`src/rtl/ov7670_pkg.sv`:
```
// OV7670 SCCB sender shared types and constants.
// State encoding, frame length and the default camera write ID.
package ov7670_pkg;

  typedef enum logic [2:0] {
    WAIT_INIT,
    IDLE,
    START,
    BITS,
    STOP,
    GAP,
    DONE
  } sccb_state_t;

  localparam int SCCB_FRAME_BITS = 27;
  localparam logic [7:0] OV7670_DEVICE_ID = 8'h42;

endpackage

```
`src/rtl/sccb_qtr_tick.sv`:
```
// Quarter-period strobe generator for the SCCB bus.
// Restarts whenever clr is high so every FSM state begins on a full quarter.
module sccb_qtr_tick #(
  parameter int QTR = 4
) (
  input  logic clk,
  input  logic rst_n,
  input  logic clr,
  output logic tick
);

  localparam int W = (QTR < 2) ? 1 : $clog2(QTR);

  logic [W-1:0] cnt;

  assign tick = (cnt == W'(QTR - 1));

  always_ff @(posedge clk or negedge rst_n) begin
    if (!rst_n) begin
      cnt <= '0;
    end else if (clr || tick) begin
      cnt <= '0;
    end else begin
      cnt <= cnt + 1'b1;
    end
  end

endmodule

```
`src/rtl/ov7670_sccb_sender.sv`:
```
// Walks a register table and writes each entry to the OV7670 over SCCB.
// Three-phase write frames: device ID, register address, register value.
module ov7670_sccb_sender
  import ov7670_pkg::*;
#(
  parameter int          CLK_HZ        = 25_000_000,
  parameter int          SCCB_HZ       = 100_000,
  parameter logic [7:0]  DEVICE_ID     = OV7670_DEVICE_ID,
  parameter int          INIT_WAIT_CYC = 1_000_000,
  parameter int          GAP_QTR       = 4
) (
  input  logic        clk,
  input  logic        rst_n,
  input  logic [15:0] command,
  input  logic        finished,
  output logic        advance,
  output logic        sioc,
  output logic        siod,
  output logic        config_done
);

  localparam int QTR = CLK_HZ / (4 * SCCB_HZ);

  generate
    if (QTR < 2) begin : g_bad_qtr
      $error("ov7670_sccb_sender: quarter period below 2 cycles");
    end
    if (GAP_QTR < 1 || GAP_QTR > 255) begin : g_bad_gap
      $error("ov7670_sccb_sender: GAP_QTR outside 1..255");
    end
  endgenerate

  sccb_state_t state, state_nx;

  logic        tick;
  logic        bit_end;
  logic [7:0]  q;
  logic [4:0]  bit_cnt;
  logic [26:0] shift;
  logic [31:0] wait_cnt;

  sccb_qtr_tick #(
    .QTR(QTR)
  ) u_tick (
    .clk  (clk),
    .rst_n(rst_n),
    .clr  (state_nx != state),
    .tick (tick)
  );

  assign bit_end = (state == BITS) && tick && (q == 8'd3);

  always_comb begin
    state_nx = state;
    unique case (state)
      WAIT_INIT:
        if (wait_cnt == 32'(INIT_WAIT_CYC - 1)) state_nx = IDLE;
      IDLE:
        state_nx = finished ? DONE : START;
      START:
        if (tick && q == 8'd1) state_nx = BITS;
      BITS:
        if (bit_end && bit_cnt == 5'(SCCB_FRAME_BITS - 1))
          state_nx = STOP;
      STOP:
        if (tick && q == 8'd2) state_nx = GAP;
      GAP:
        if (tick && q == 8'(GAP_QTR - 1)) state_nx = IDLE;
      DONE:
        state_nx = DONE;
      default:
        state_nx = WAIT_INIT;
    endcase
  end

  always_comb begin
    sioc        = 1'b1;
    siod        = 1'b1;
    advance     = 1'b0;
    config_done = 1'b0;
    unique case (state)
      START: siod = (q == 8'd0);
      BITS: begin
        sioc = q[1];
        siod = shift[26];
      end
      STOP: begin
        sioc    = (q != 8'd0);
        siod    = (q == 8'd2);
        advance = tick && (q == 8'd2);
      end
      DONE: config_done = 1'b1;
      default: ;
    endcase
  end

  always_ff @(posedge clk or negedge rst_n) begin
    if (!rst_n) begin
      state    <= WAIT_INIT;
      q        <= '0;
      bit_cnt  <= '0;
      shift    <= '0;
      wait_cnt <= '0;
    end else begin
      state <= state_nx;
      if (state_nx != state) q <= '0;
      else if (bit_end) q <= '0;
      else if (tick) q <= q + 8'd1;
      if (state == WAIT_INIT) wait_cnt <= wait_cnt + 32'd1;
      if (state == IDLE) bit_cnt <= '0;
      else if (bit_end) bit_cnt <= bit_cnt + 5'd1;
      // ACK slots are driven high; the slave's ACK is never sampled
      if (state == IDLE && !finished)
        shift <= {DEVICE_ID, 1'b1, command[15:8], 1'b1,
                  command[7:0], 1'b1};
      else if (bit_end)
        shift <= {shift[25:0], 1'b0};
    end
  end

endmodule

```
`config.mk`:
```
export PLATFORM = sky130hd
export DESIGN_NAME = ov7670_sccb_sender
export DESIGN_NICKNAME = d
export VERILOG_FILES = /design/src/rtl/ov7670_pkg.sv /design/src/rtl/sccb_qtr_tick.sv /design/src/rtl/ov7670_sccb_sender.sv
export SDC_FILE = /design/constraint.sdc
export NUM_CORES = 1
export LEC_CHECK = 0
export ABC_AREA = 1
export ABC_CLOCK_PERIOD_IN_PS = 1600
export BUFFER_PORTS_ARGS = -buffer_cell sky130_fd_sc_hd__buf_4
export CORE_MARGIN = 2
export CORE_UTILIZATION = 35
export DETAILED_ROUTE_END_ITERATION = 8
export HOLD_SLACK_MARGIN = 0.05
export PLACE_DENSITY_LB_ADDON = 0.15
export RECOVER_POWER = 25
export SLEW_MARGIN = 15
export SYNTH_ARGS = -nofsm -noshare
export SYNTH_HDL_FRONTEND = slang
export SYNTH_SLANG_ARGS = --single-unit
```
`constraint.sdc`:
```
create_clock -name clk -period 1.6 [get_ports clk]
set_input_delay 0.32 -clock clk [delete_from_list [all_inputs] [get_ports clk]]
set_output_delay 0.32 -clock clk [all_outputs]
set_load 0.05 [all_outputs]
```
==> flow_summary.json <==
{
  "fin_worst_skew_ns": 0.00951,
  "initial_core_util_pct": 36.2,
  "clock_latency_ns": 0.35,
  "violations": "setup timing",
  "p_total_mw": 4.16,
  "place.gp.congestion": 0.842,
  "arrival_ns": 1.57,
  "vias_per_cell": 4.72,
  "fillCellCount": 1132,
  "slew_headroom_pct": 41.3,
  "async_flop_share_pct": 100,
  "portBuffers": 22,
  "drtIter0Drc": 209,
  "yosys_warnings": 0,
  "dieArea_sq_um": 13500,
  "netlist_area_sq_um": 4410,
  "clock_path_buffers": 2,
  "holdWs_ns": 0.190,
  "grt_overflow": 0,
  "row_count": 40,
  "setup_slack_ns": -0.291,
  "tightest_slew_ns": 0.880,
  "synth_edf_count": 0,
  "boundaryPins": 23,
  "grt_pass1_vias": 3930,
  "core_area_sq_um": 12200,
  "syn-instance-count": 531,
  "syn_area_per_cell_sq_um": 8.30,
  "drt_drc_violations_left": 0,
  "grt_max_degree": 34,
  "ctsHtreeMaxLevel": 3,
  "setup_viol": 78,
  "cts_tree": "yes",
  "cp-end-kind": "output pin",
  "synth_ff_type": "dfrtp_1",
  "wl_per_cell_um": 13.7,
  "worstSetupPathType": "reg -> out",
  "cellPowerDensity_nw_per_um2": 639,
  "cts.clk_slew.worst_paths_ns": 0.07,
  "synth.distinct_cells": 39,
  "hold_path_class": "in -> reg",
  "cts_root_buffer": "clkbuf_16",
  "post-place-cells": 777,
  "grt_pass1_wl_um": 18300,
  "area_growth_pct": 47.8,
  "cp-start-kind": "flop",
  "synthTopCellsByCount": "121 x nand2_1, 81 x dfrtp_1, 67 x inv_1",
  "ant_nets": 0,
  "ir_drop_v": 0.000564,
  "worst-path-max-fanout": 2,
  "final_hold_viol_count": 0,
  "yosysTopAreaCell": "dfrtp_1",
  "synth.top_cell.area_share_pct": 46.0,
  "fp.dieW_um": 116,
  "p_leak_nw": 3.05,
  "grt_antenna_before_repair": 0,
  "diodes": 0,
  "synth_area_leaders": "dfrtp_1 46%, nand2_1 10%, inv_1 5.7%",
  "ys_seq_area_share_pct": 46.0,
  "vias": 3909,
  "slew_viol_final": 0,
  "min_period_ns": 1.89,
  "yosys.cell_count.top_type": "nand2_1",
  "synth_fp_nets": 559,
  "synth_seq_cells": 81,
  "worstPathRequired_ns": 1.28,
  "cts.sinks": 81,
  "finalCritPeriodShare_pct": 118,
  "dieHeight_um": 116,
  "place_hpwl_um": 7560,
  "drv_cap": 0,
  "drive_gt1_share_pct": 38.9,
  "rsz0062_at_grt": "true",
  "grt_usage_pct": 17.2,
  "numCtsBuffers": 9,
  "status": "finished with violations",
  "drt-pass1-iter-count": 4,
  "wirelength_um": 11300,
  "max_freq_mhz": 529,
  "fin_nets": 683,
  "layoutNonFillerInstCount": 828
}
registers in the layout, summed over array words and instances (netlist names):
| signal | cells |
|---|---|
| state | 3 |
| u_tick.cnt | 6 |
| shift | 27 |
| wait_cnt | 32 |
| q | 8 |
| bit_cnt | 5 |
what timing repair did:
action | in CTS | in global routing
pin swaps | 20 | 35
gates resized for setup | 60 | 110
cloned | 2 | 2
hold endpoints to repair | 28 | 0
hold buffers | 1 | 0
buffers inserted | 11 | 25
setup endpoints to repair | 51 | 77
area by class of cell:
class / count / area [sq um] / area share (%)
clock inverters: 6 / 47.5 / 0.730
multi-input cells: 370 / 2590 / 39.7
repair buffers: 119 / 1100 / 16.9
repair inverters: 1 / 7.51 / 0.115
flip-flops and latches: 81 / 2030 / 31.2
well taps: 168 / 210 / 3.23
clock buffers: 10 / 239 / 3.67
inverters: 73 / 288 / 4.42
per-layer routing:
metal	global-route usage (%)	share of wire [%]	up-vias
met3	3.32	2.2	14
met1	21.7	45	1897
met2	29.9	52	39
met4	5.71	1.7	0
met5	0	0	-
li1	-	-	1959
worst paths after layout:
| path | start | to | slack [ns] | cells after the start |
|---|---|---|---|---|
| worst max-delay path | u_tick.cnt[1] | advance | -0.29 | 8 |
| worst min-delay path | command[11] | shift[13] | 0.19 | 3 |
| worst max register to register | state[1] | wait_cnt[20] | -0.22 | 9 |
| worst min register to register | shift[13] | shift[13] | 0.49 | 2 |
| max in group asynchronous | rst_n | wait_cnt[20] | 0.20 | 3 |
| min in group asynchronous | rst_n | shift[18] | 0.62 | 2 |
critical path, cell delays in order, from the launching register on:
cell     delay, ns
dfrtp_1       0.38
inv_1         0.06
ha_2          0.16
nand2_1       0.05
nor2_1        0.08
nand2_1       0.08
buf_6         0.13
nor3_4        0.12
buf_6         0.18
cell usage in the layout, fill, tap and decap left out, drive strengths merged, types with 11 or more instances in the layout:
master / instances
buf: 115
clkbuf: 13
dfrtp: 81
inv: 76
nand2: 125
nand3: 30
nand4: 22
nor2: 77
nor3: 15
o21ai: 17
xnor2: 11
xor2: 25
power breakdown:
group | leakage [nW] | internal [mW] | switching, mW | total (mW)
clock network | 0.140 | 1.11 | 0.889 | 2.00
logic | 1.93 | 0.0407 | 0.0576 | 0.0983
registers | 0.980 | 2.06 | 0.00360 | 2.06
total | 3.05 | 3.21 | 0.950 | 4.16
cells by family after synthesis:
| kind of cell | share of synthesized area, % |
|---|---|
| AO/OA/AOI/OAI | 7.92 |
| adder cells (fa/ha/maj) | 2.56 |
| buffers and inverters | 7.04 |
| XOR/XNOR | 7.16 |
| flip-flops | 46.0 |
| AND/OR/NAND/NOR | 29.3 |
through the flow:
| step | setup slack, ns | setup TNS (ns) | util, % | area [sq um] |
|---|---|---|---|---|
| floorplan | -0.106 | -0.163 | - | 4450 |
| global placement | -0.0749 | -0.986 | 43.6 | 5300 |
| detailed placement | -0.150 | -2.12 | 43.6 | 5300 |
| CTS | -0.311 | -9.30 | 48.8 | 5930 |
| global route | -0.427 | -18.98 | 53.5 | 6510 |
| finish | -0.291 | -10.02 | 53.5 | 6510 |
Note: power is estimated with default switching activity, not from simulation.
